--- config.mk ---
export PLATFORM = sky130hd
export DESIGN_NAME = fifo_cmd_unpack
export DESIGN_NICKNAME = d
export VERILOG_FILES = /design/src/rtl/multiexp_pkg.sv /design/src/rtl/fifo_word_asm.sv /design/src/rtl/fifo_cmd_unpack.sv
export SDC_FILE = /design/constraint.sdc
export NUM_CORES = 1
export LEC_CHECK = 0
export ABC_AREA = 0
export ABC_CLOCK_PERIOD_IN_PS = 26600
export CORE_MARGIN = 2
export CORE_UTILIZATION = 28
export CTS_CLUSTER_SIZE = 28
export DETAILED_ROUTE_END_ITERATION = 7
export PLACE_DENSITY_LB_ADDON = 0.12
export SYNTH_ARGS = -nofsm -noshare
export SYNTH_HDL_FRONTEND = slang
export SYNTH_HIERARCHICAL = 1
export SYNTH_SLANG_ARGS = --single-unit
--- constraint.sdc ---
create_clock -name clk -period 26.6 [get_ports clk]
set_clock_uncertainty 0.2 [all_clocks]
set_input_delay 6.65 -clock clk [delete_from_list [all_inputs] [get_ports clk]]
set_output_delay 6.65 -clock clk [all_outputs]
set_load 0.05 [all_outputs]
--- src/rtl/multiexp_pkg.sv ---
// Shared header layout, opcodes and FSM states for the host command unpacker.
// Header word: [31:24] opcode, [23:16] reserved (zero), [15:0] operand count.
package multiexp_pkg;

  localparam int HDR_OP_LSB  = 24;
  localparam int HDR_RSV_LSB = 16;
  localparam int HDR_CNT_LSB = 0;

  localparam logic [7:0] OP_LOAD = 8'h01;
  localparam logic [7:0] OP_EXP  = 8'h05;

  typedef enum logic [2:0] {
    HDR_RD,
    HDR_WAIT,
    CMD_OUT,
    PAYLOAD,
    ERROR
  } state_t;

  function automatic logic [7:0] hdr_op(input logic [31:0] w);
    return w[HDR_OP_LSB +: 8];
  endfunction

  function automatic logic [7:0] hdr_rsv(input logic [31:0] w);
    return w[HDR_RSV_LSB +: 8];
  endfunction

  function automatic logic [15:0] hdr_cnt(input logic [31:0] w);
    return w[HDR_CNT_LSB +: 16];
  endfunction

endpackage

--- src/rtl/fifo_word_asm.sv ---
// Packs 32-bit words into n_words-wide operands behind a valid/ready output.
// Ports: i_wr/i_wdata word in, i_last tag, i_ready/o_valid/o_data/o_last out,
// o_move (operand moved to output), o_room (another read may be issued).
module fifo_word_asm
  import multiexp_pkg::*;
#(
  parameter int n_words = 8
) (
  input  logic                   clk,
  input  logic                   aclr,
  input  logic                   i_wr,
  input  logic [31:0]            i_wdata,
  input  logic                   i_last,
  input  logic                   i_ready,
  output logic                   o_move,
  output logic                   o_room,
  output logic                   o_valid,
  output logic [32*n_words-1:0]  o_data,
  output logic                   o_last
);

  localparam int FW = $clog2(n_words + 1);
  localparam int IW = $clog2(n_words);
  localparam logic [FW-1:0] FULL = FW'(n_words);

  logic [FW-1:0]               r_fill;
  logic [n_words-1:0][31:0]    r_buf;
  logic [n_words-1:0][31:0]    w_img;
  logic [32*n_words-1:0]       r_data;
  logic                        r_valid;
  logic                        r_last;
  logic [FW-1:0]               w_cnt;
  logic [FW-1:0]               w_next;
  logic [IW-1:0]               w_idx;

  // w_cnt counts the word landing this cycle, so the final word of an
  // operand goes straight to the output and reads never bubble.
  assign w_idx  = r_fill[IW-1:0];
  assign w_cnt  = r_fill + FW'(i_wr);
  assign o_move = (w_cnt == FULL) && (!r_valid || i_ready);
  assign w_next = o_move ? '0 : w_cnt;
  assign o_room = w_next < FULL;

  always_comb begin
    w_img = r_buf;
    if (i_wr) w_img[w_idx] = i_wdata;
  end

  always_ff @(posedge clk or posedge aclr) begin
    if (aclr) begin
      r_fill  <= '0;
      r_buf   <= '0;
      r_data  <= '0;
      r_valid <= 1'b0;
      r_last  <= 1'b0;
    end else begin
      r_fill <= w_next;
      r_buf  <= w_img;
      if (o_move) begin
        r_data  <= w_img;
        r_last  <= i_last;
        r_valid <= 1'b1;
      end else if (i_ready) begin
        r_valid <= 1'b0;
        r_last  <= 1'b0;
      end
    end
  end

  assign o_valid = r_valid;
  assign o_data  = r_data;
  assign o_last  = r_last;

endmodule

--- src/rtl/fifo_cmd_unpack.sv ---
// Reads header+payload commands from a non-showahead host FIFO.
// Ports: fifo_* read side, cmd_* header handshake, data_* operands, err.
module fifo_cmd_unpack
  import multiexp_pkg::*;
#(
  parameter int n_words     = 8,
  parameter int fifo_widthu = 11
) (
  input  logic                   clk,
  input  logic                   aclr,
  input  logic [31:0]            fifo_datai,
  input  logic                   fifo_empty,
  output logic                   fifo_rden,
  output logic                   cmd_valid,
  input  logic                   cmd_ready,
  output logic [7:0]             cmd_op,
  output logic [15:0]            cmd_count,
  output logic                   data_valid,
  input  logic                   data_ready,
  output logic [32*n_words-1:0]  data_out,
  output logic                   data_last,
  output logic                   err
);

  if (n_words < 2 || n_words > 64 || fifo_widthu < 1) begin : g_bad_param
    $error("fifo_cmd_unpack: parameter out of range");
  end

  localparam int REQW = 23;

  state_t             r_state;
  logic               r_cmd_valid;
  logic [7:0]         r_op;
  logic [15:0]        r_cnt;
  logic [REQW-1:0]    r_req_left;
  logic               r_inflight;
  logic [15:0]        r_opn;
  logic               r_err;

  logic w_room;
  logic w_move;
  logic w_last;
  logic w_last_hs;
  logic w_hdr_rd;
  logic w_pay_rd;

  // Read strobe is combinational on fifo_empty so a read can issue every
  // cycle; it is held off while aclr is asserted.
  assign w_last_hs = data_valid && data_ready && data_last;
  assign w_hdr_rd  = !aclr && !fifo_empty &&
                     ((r_state == HDR_RD) ||
                      (r_state == PAYLOAD && w_last_hs));
  assign w_pay_rd  = !aclr && !fifo_empty && (r_state == PAYLOAD) &&
                     (r_req_left != '0) && w_room;
  assign fifo_rden = w_hdr_rd || w_pay_rd;
  assign w_last    = (r_opn + 16'd1) == r_cnt;

  always_ff @(posedge clk or posedge aclr) begin
    if (aclr) begin
      r_state     <= HDR_RD;
      r_cmd_valid <= 1'b0;
      r_op        <= '0;
      r_cnt       <= '0;
      r_req_left  <= '0;
      r_inflight  <= 1'b0;
      r_opn       <= '0;
      r_err       <= 1'b0;
    end else begin
      r_inflight <= w_pay_rd;
      unique case (r_state)
        HDR_RD: begin
          if (w_hdr_rd) r_state <= HDR_WAIT;
        end
        HDR_WAIT: begin
          if (hdr_rsv(fifo_datai) != 8'h00) begin
            r_err   <= 1'b1;
            r_state <= ERROR;
          end else begin
            r_op        <= hdr_op(fifo_datai);
            r_cnt       <= hdr_cnt(fifo_datai);
            r_cmd_valid <= 1'b1;
            r_state     <= CMD_OUT;
          end
        end
        CMD_OUT: begin
          if (cmd_ready) begin
            r_cmd_valid <= 1'b0;
            r_req_left  <= REQW'(r_cnt) * REQW'(n_words);
            r_opn       <= '0;
            r_state     <= (r_cnt == '0) ? HDR_RD : PAYLOAD;
          end
        end
        PAYLOAD: begin
          if (w_pay_rd) r_req_left <= r_req_left - REQW'(1);
          if (w_move) r_opn <= r_opn + 16'd1;
          if (w_last_hs) r_state <= w_hdr_rd ? HDR_WAIT : HDR_RD;
        end
        ERROR: begin
          r_err <= 1'b1;
        end
        default: r_state <= ERROR;
      endcase
    end
  end

  fifo_word_asm #(.n_words(n_words)) u_asm (
    .clk     (clk),
    .aclr    (aclr),
    .i_wr    (r_inflight),
    .i_wdata (fifo_datai),
    .i_last  (w_last),
    .i_ready (data_ready),
    .o_move  (w_move),
    .o_room  (w_room),
    .o_valid (data_valid),
    .o_data  (data_out),
    .o_last  (data_last)
  );

  assign cmd_valid = r_cmd_valid;
  assign cmd_op    = r_op;
  assign cmd_count = r_cnt;
  assign err       = r_err;

endmodule
After elaboration in Yosys (flattened, before gate mapping)
Index checks and enable logic that the tools add are counted.
Widths: inputs -> output; s select.

word-level totals
  register bits after elaboration = 587
  input port bits = 37
  output and inout port bits = 285
  logic and storage cells = 97

cells by class
  add/sub/neg operators = 3
  magnitude comparators = 3
  eq/ne operators = 13
  multiplexer cells = 26
  bitwise gates (word level) = 2
  reductions and logical operators = 30

operator list
  kind                   count
  $bwmux 256             1
  $mux 256               1
  $demux 32 s3           1
  $mux 23                2
  $pmux 23 s2            1
  $mux 16                2
  $mux 32                1
  $pmux 16 s2            1
  $reduce_bool 23->1     1
  $sub 23x1->23 const B  1
  $add 16x1->16 const B  1
  $eq 16x16->1           1
  $logic_not 16->1       1
  $pmux 3 s5             1
  $mux 3                 4
  $ne 2x2->1 const B     6
  $logic_and 1x1->1      10
  $reduce_and 3->1       3
  $reduce_bool 2->1      4
  $reduce_bool 8->1      1
  $mux 1                 7
  $eq 3x2->1 const B     2
  $add 4x1->4            1
  $eq 4x4->1 const B     1
  15 further kinds       22

Logic depth before layout (Yosys ltp)
  depth after elaboration = 8
  mapped depth = 13
  mapped depth without buffers = 11

Modules after synthesis
The synthesis kept the hierarchy.

by module, submodules not included
  module           instances  cells each  area an instance (um^2)  seq. area each (um^2)
  fifo_word_asm    1          1,111       19,343.6                 12,962.4
  fifo_cmd_unpack  1          421         3,971.3                  1,726.7

Worst setup path after synthesis
No wires, ideal clock.

  path type = input to output
  start = in data_ready
  end = out fifo_rden
  arrival time = 8.593 ns
  required time = 19.750 ns
  path slack = 11.157 ns
  stages = 4
  cell sequence = and3_1 and3_1 nor2_1 o41ai_1

between the ends
  longest elaborated chain between the ends = 6
  elaborated cells on any way between the ends = 11
  those cells by class = 1 x order compare; 1 x mux; 9 x reduce/logical

ends and longest elaborated chain
  element                                                line                                          text
  from (decl)                                            fifo_cmd_unpack.sv:19                         input logic data_ready,
  $logic_or 1x1->1 or $logic_and 1x1->1 (tied branches)  fifo_word_asm.sv:40, fifo_cmd_unpack.sv:49
  $logic_and 1x1->1, on equally long branches            fifo_word_asm.sv:40, fifo_cmd_unpack.sv:49
  $mux 4 or $logic_and 1x1->1 (tied branches)            fifo_word_asm.sv:41, fifo_cmd_unpack.sv:52
  $lt 4x4->1 or $logic_or 1x1->1 (tied branches)         fifo_word_asm.sv:42, fifo_cmd_unpack.sv:51
  $logic_and 1x1->1, on equally long branches            fifo_cmd_unpack.sv:54, fifo_cmd_unpack.sv:50
  $logic_or 1x1->1 (*)                                   fifo_cmd_unpack.sv:55                         assign fifo_rden = w_hdr_rd || w_pay_rd;
  to (decl)                                              fifo_cmd_unpack.sv:13                         output logic fifo_rden,

Mark *: on every way between the ends. The rest lies on a longest branch, timed or not.

Worst setup path after layout
  start = in data_ready
  end = out fifo_rden

between the ends
  longest elaborated chain between the ends = 6
  elaborated cells on any way between the ends = 11
  those cells by class = 1 x order compare; 1 x mux; 9 x reduce/logical

ends and longest elaborated chain
  element            line                   text
  $logic_or 1x1->1   fifo_word_asm.sv:40    assign o_move = (w_cnt == FULL) && (!r_valid || i_ready);
  $logic_and 1x1->1  fifo_word_asm.sv:40
  $mux 4             fifo_word_asm.sv:41    assign w_next = o_move ? '0 : w_cnt;
  $lt 4x4->1         fifo_word_asm.sv:42    assign o_room = w_next < FULL;
  named net w_room   fifo_cmd_unpack.sv:40  logic w_room;
  $logic_and 1x1->1  fifo_cmd_unpack.sv:54  (r_req_left != '0) && w_room;
  $logic_or 1x1->1   fifo_cmd_unpack.sv:55

The timed path passes the listed nets, and every way through them passes these cells.

==> results.toml <==
[outcome]
status = "finished clean"

[setup_path]
worstRegToRegCells = 10
slowest_delay_ps = 920
crit_chain = "clkdlybuf4s50_1 -> nand2b_1 -> or4b_4 -> nand2b_1 -> or3b_2 -> nor2_1 -> o21ai_4 -> o41ai_1 -> clkdlybuf4s50_1"
cp.arrival_ps = 9800
rr_startpoint = "r_inflight"
crit_slowest_cell = "clkdlybuf4s50_1"
cp.required_ps = 19750
crit_fanout = 10
crit_start = "data_ready"
cp-start-kind = "input pin"
critPathKind = "in2out"
cp-end-kind = "primary output"

[yosys]
netlist_area_sq_um = 23300
syn_area_per_cell_sq_um = 15.2
synth_seq_cells = 587
synth.top_cell.area_share_pct = 63.0
yosysUniqueCellTypes = 60
synth_top_area_cell = "dfrtp_1"
synthArstFlopShare_pct = 100
seq_area_frac_synth_pct = 63.0
syn-num-nets = 1573
synth_area_leaders = "dfrtp_1, mux2_2, mux2_1"
synth_edf_count = 0
synth_warnings = 6
synth_cells = 1532
synth_flop_cell = "dfrtp_1"

[clocking]
cts-root-buf = "clkbuf_16"
clk_pin_slew_worst_paths_ps = 60
cts_buffer_depth = 3
hold_buffers = 0
h-tree-depth = 3
cts_tree = "built"
clk_latency_ps = 610
cts_buffers = 71
cts_sinks = 587
ctsResizeCount = 0
post_cts_buffers = 0

[routing]
wl_um = 65700
drc = 0
ant_nets = 0
wl_per_cell_um = 22.0
vias = 13952
routed_via_density = 4.66
drt_pass1_iterations = 4
drtIter0Drc = 518

[place]
dp_hpwl_um = 42800
gp_routability_congestion = 0.777
dp_cells = 2868
io_buffers = 321

[timing]
slew-limit-headroom_pct = 23.6
slew_violations = 0
rsz0062_at_grt = "false"
max_freq_ghz = 0.0601
min_period_ps = 16650
setup_viol = 0
worstMarginPinSlew_ps = 1140
hold_violations = 0
post-route-period-util_pct = 62.6
tns_ps = 0

[floorplanning]
pin_count = 322
fp-row-count = 105
initial_core_util_pct = 28.3
die_x_um = 293
die_area_sq_um = 85600
coreArea_sq_um = 82200
die_h_um = 293

[finish]
drive_above_1_share_pct = 25.2
nNetsFinal = 1912
num_antenna_cells = 0
syn_to_final_growth_pct = 27.8
fin_cells = 2992

[global_route]
grt_util_all_layers_pct = 15.5
grt_max_degree = 111
grt_pass1_wl_um = 100000
grt_pass1_vias = 14963
grt-ovfl-total = 0
antenna_found_initial = 3

[pwr]
p_leak_nw = 13.4
p_total_mw = 1.98
powerDensity_nw_per_um2 = 66.6
vdd_ir_drop_max_mv = 0.0405

[flow_run]
cap_violations = 0

[hold_path]
worstHoldStart = "cmd_valid"
hold_path_depth = 2
hp-class = "reg2reg"
critical path, delay by kind of cell:
kind,cells,cell delay (ps)
compound gates,2,230
simple gates,5,1450
buf+inv,2,1450
per-stage QoR:
| stage | hold WS [ps] | setup slack, ps | cell area [sq um] | util [%] |
|---|---|---|---|---|
| after global placement | 267 | 9970 | 27600 | 33.5 |
| final | 276 | 9950 | 29800 | 36.2 |
| after global routing | 295 | 9810 | 29800 | 36.2 |
| after floorplan | 267 | 5280 | 23300 | - |
| after CTS | 282 | 9930 | 29800 | 36.2 |
| after detailed placement | 267 | 9940 | 27600 | 33.5 |
cells by family (layout without fill, tap and decap cells):
family / count (synthesis) / in the layout / share of synthesized area [%]
flops: 587 / 587 / 63.0
mux: 538 / 538 / 26.0
simple gates: 167 / 167 / 3.97
compound gates: 121 / 121 / 3.49
buf+inv: 93 / 483 / 2.52
xor+xnor: 22 / 22 / 0.826
fa+ha+maj: 4 / 4 / 0.215
final cells by class:
cell class	instances	area (sq um)
Timing Repair Buffer	348	3420
Clock inverter	19	184
Tap cell	1070	1340
Inverter	11	52.6
Fill cell	7928	52400
Sequential cell	587	14700
Multi-Input combinational cell	852	8060
Clock buffer	105	2060
power by group:
| group | leakage (nW) | total (mW) | internal, mW | switching (mW) |
|---|---|---|---|---|
| clock | 1.11 | 0.928 | 0.547 | 0.381 |
| sequential | 7.59 | 0.927 | 0.916 | 0.0113 |
| combinational | 4.72 | 0.129 | 0.0418 | 0.0875 |
path summary, 6_finish.rpt:
path	to	slack, ps
setup / recovery	fifo_rden	9950
hold / removal	cmd_valid	280
setup reg to reg	r_opn[11]	21560
hold reg to reg	cmd_valid	280
max in group asynchronous	u_asm/r_buf[224]	16380
min in group asynchronous	cmd_valid	6290
routing by layer:
layer | share of wire [%] | routed length [um] | vias to the layer above | GRT usage [%]
met5 | 0.020 | 13 | - | 0
met4 | 2.3 | 1540 | 2 | 4.67
met3 | 5.9 | 3850 | 93 | 4.15
met2 | 49 | 32300 | 288 | 26.2
met1 | 43 | 27900 | 7351 | 19.4
li1 | - | - | 6218 | -
state kept, by name, indices dropped and copies added (netlist names):
| name | count |
|---|---|
| r_inflight | 1 |
| u_asm/r_fill | 4 |
| u_asm/r_buf | 256 |
| err | 1 |
| r_opn | 16 |
| cmd_valid | 1 |
| u_asm/o_data | 256 |
| r_req_left | 23 |
| cmd_count | 16 |
| r_state | 3 |
| u_asm/o_valid | 1 |
| cmd_op | 8 |
| u_asm/o_last | 1 |
cells in the final DEF (no fill, tap or decap), types with 4 or more instances in the layout:
| cell | count |
|---|---|
| nor3_1 | 19 |
| nand4_1 | 13 |
| or4_1 | 5 |
| clkinv_8 | 4 |
| a31oi_1 | 6 |
| o2bb2ai_1 | 12 |
| a22o_1 | 5 |
| dfrtp_1 | 587 |
| clkinv_2 | 13 |
| nand4b_1 | 4 |
| o21ai_1 | 6 |
| and3_1 | 4 |
| nor4_1 | 16 |
| nor2_1 | 30 |
| o22ai_1 | 8 |
| inv_1 | 8 |
| o41ai_1 | 4 |
| clkbuf_1 | 21 |
| o21ai_0 | 31 |
| xnor2_1 | 12 |
| ha_1 | 4 |
| clkbuf_8 | 11 |
| or3_1 | 6 |
| nand3_1 | 10 |
| o31ai_1 | 9 |
| mux2_1 | 200 |
| a21oi_1 | 17 |
| buf_4 | 27 |
| clkbuf_16 | 73 |
| mux2_2 | 337 |
| xor2_1 | 10 |
| nand2_1 | 33 |
| clkdlybuf4s50_1 | 321 |
cell usage after synthesis, drive strengths merged (5+ instances only):
master / count
a21oi: 17
a22o: 5
a31oi: 6
buf: 47
clkbuf: 35
dfrtp: 587
inv: 11
mux2: 537
nand2: 33
nand3: 10
nand4: 13
nor2: 32
nor3: 21
nor4: 17
o21ai: 38
o22ai: 10
o2bb2ai: 12
o31ai: 9
or3: 6
or4: 5
xnor2: 12
xor2: 10
Note: power is estimated with default switching activity, not from simulation.
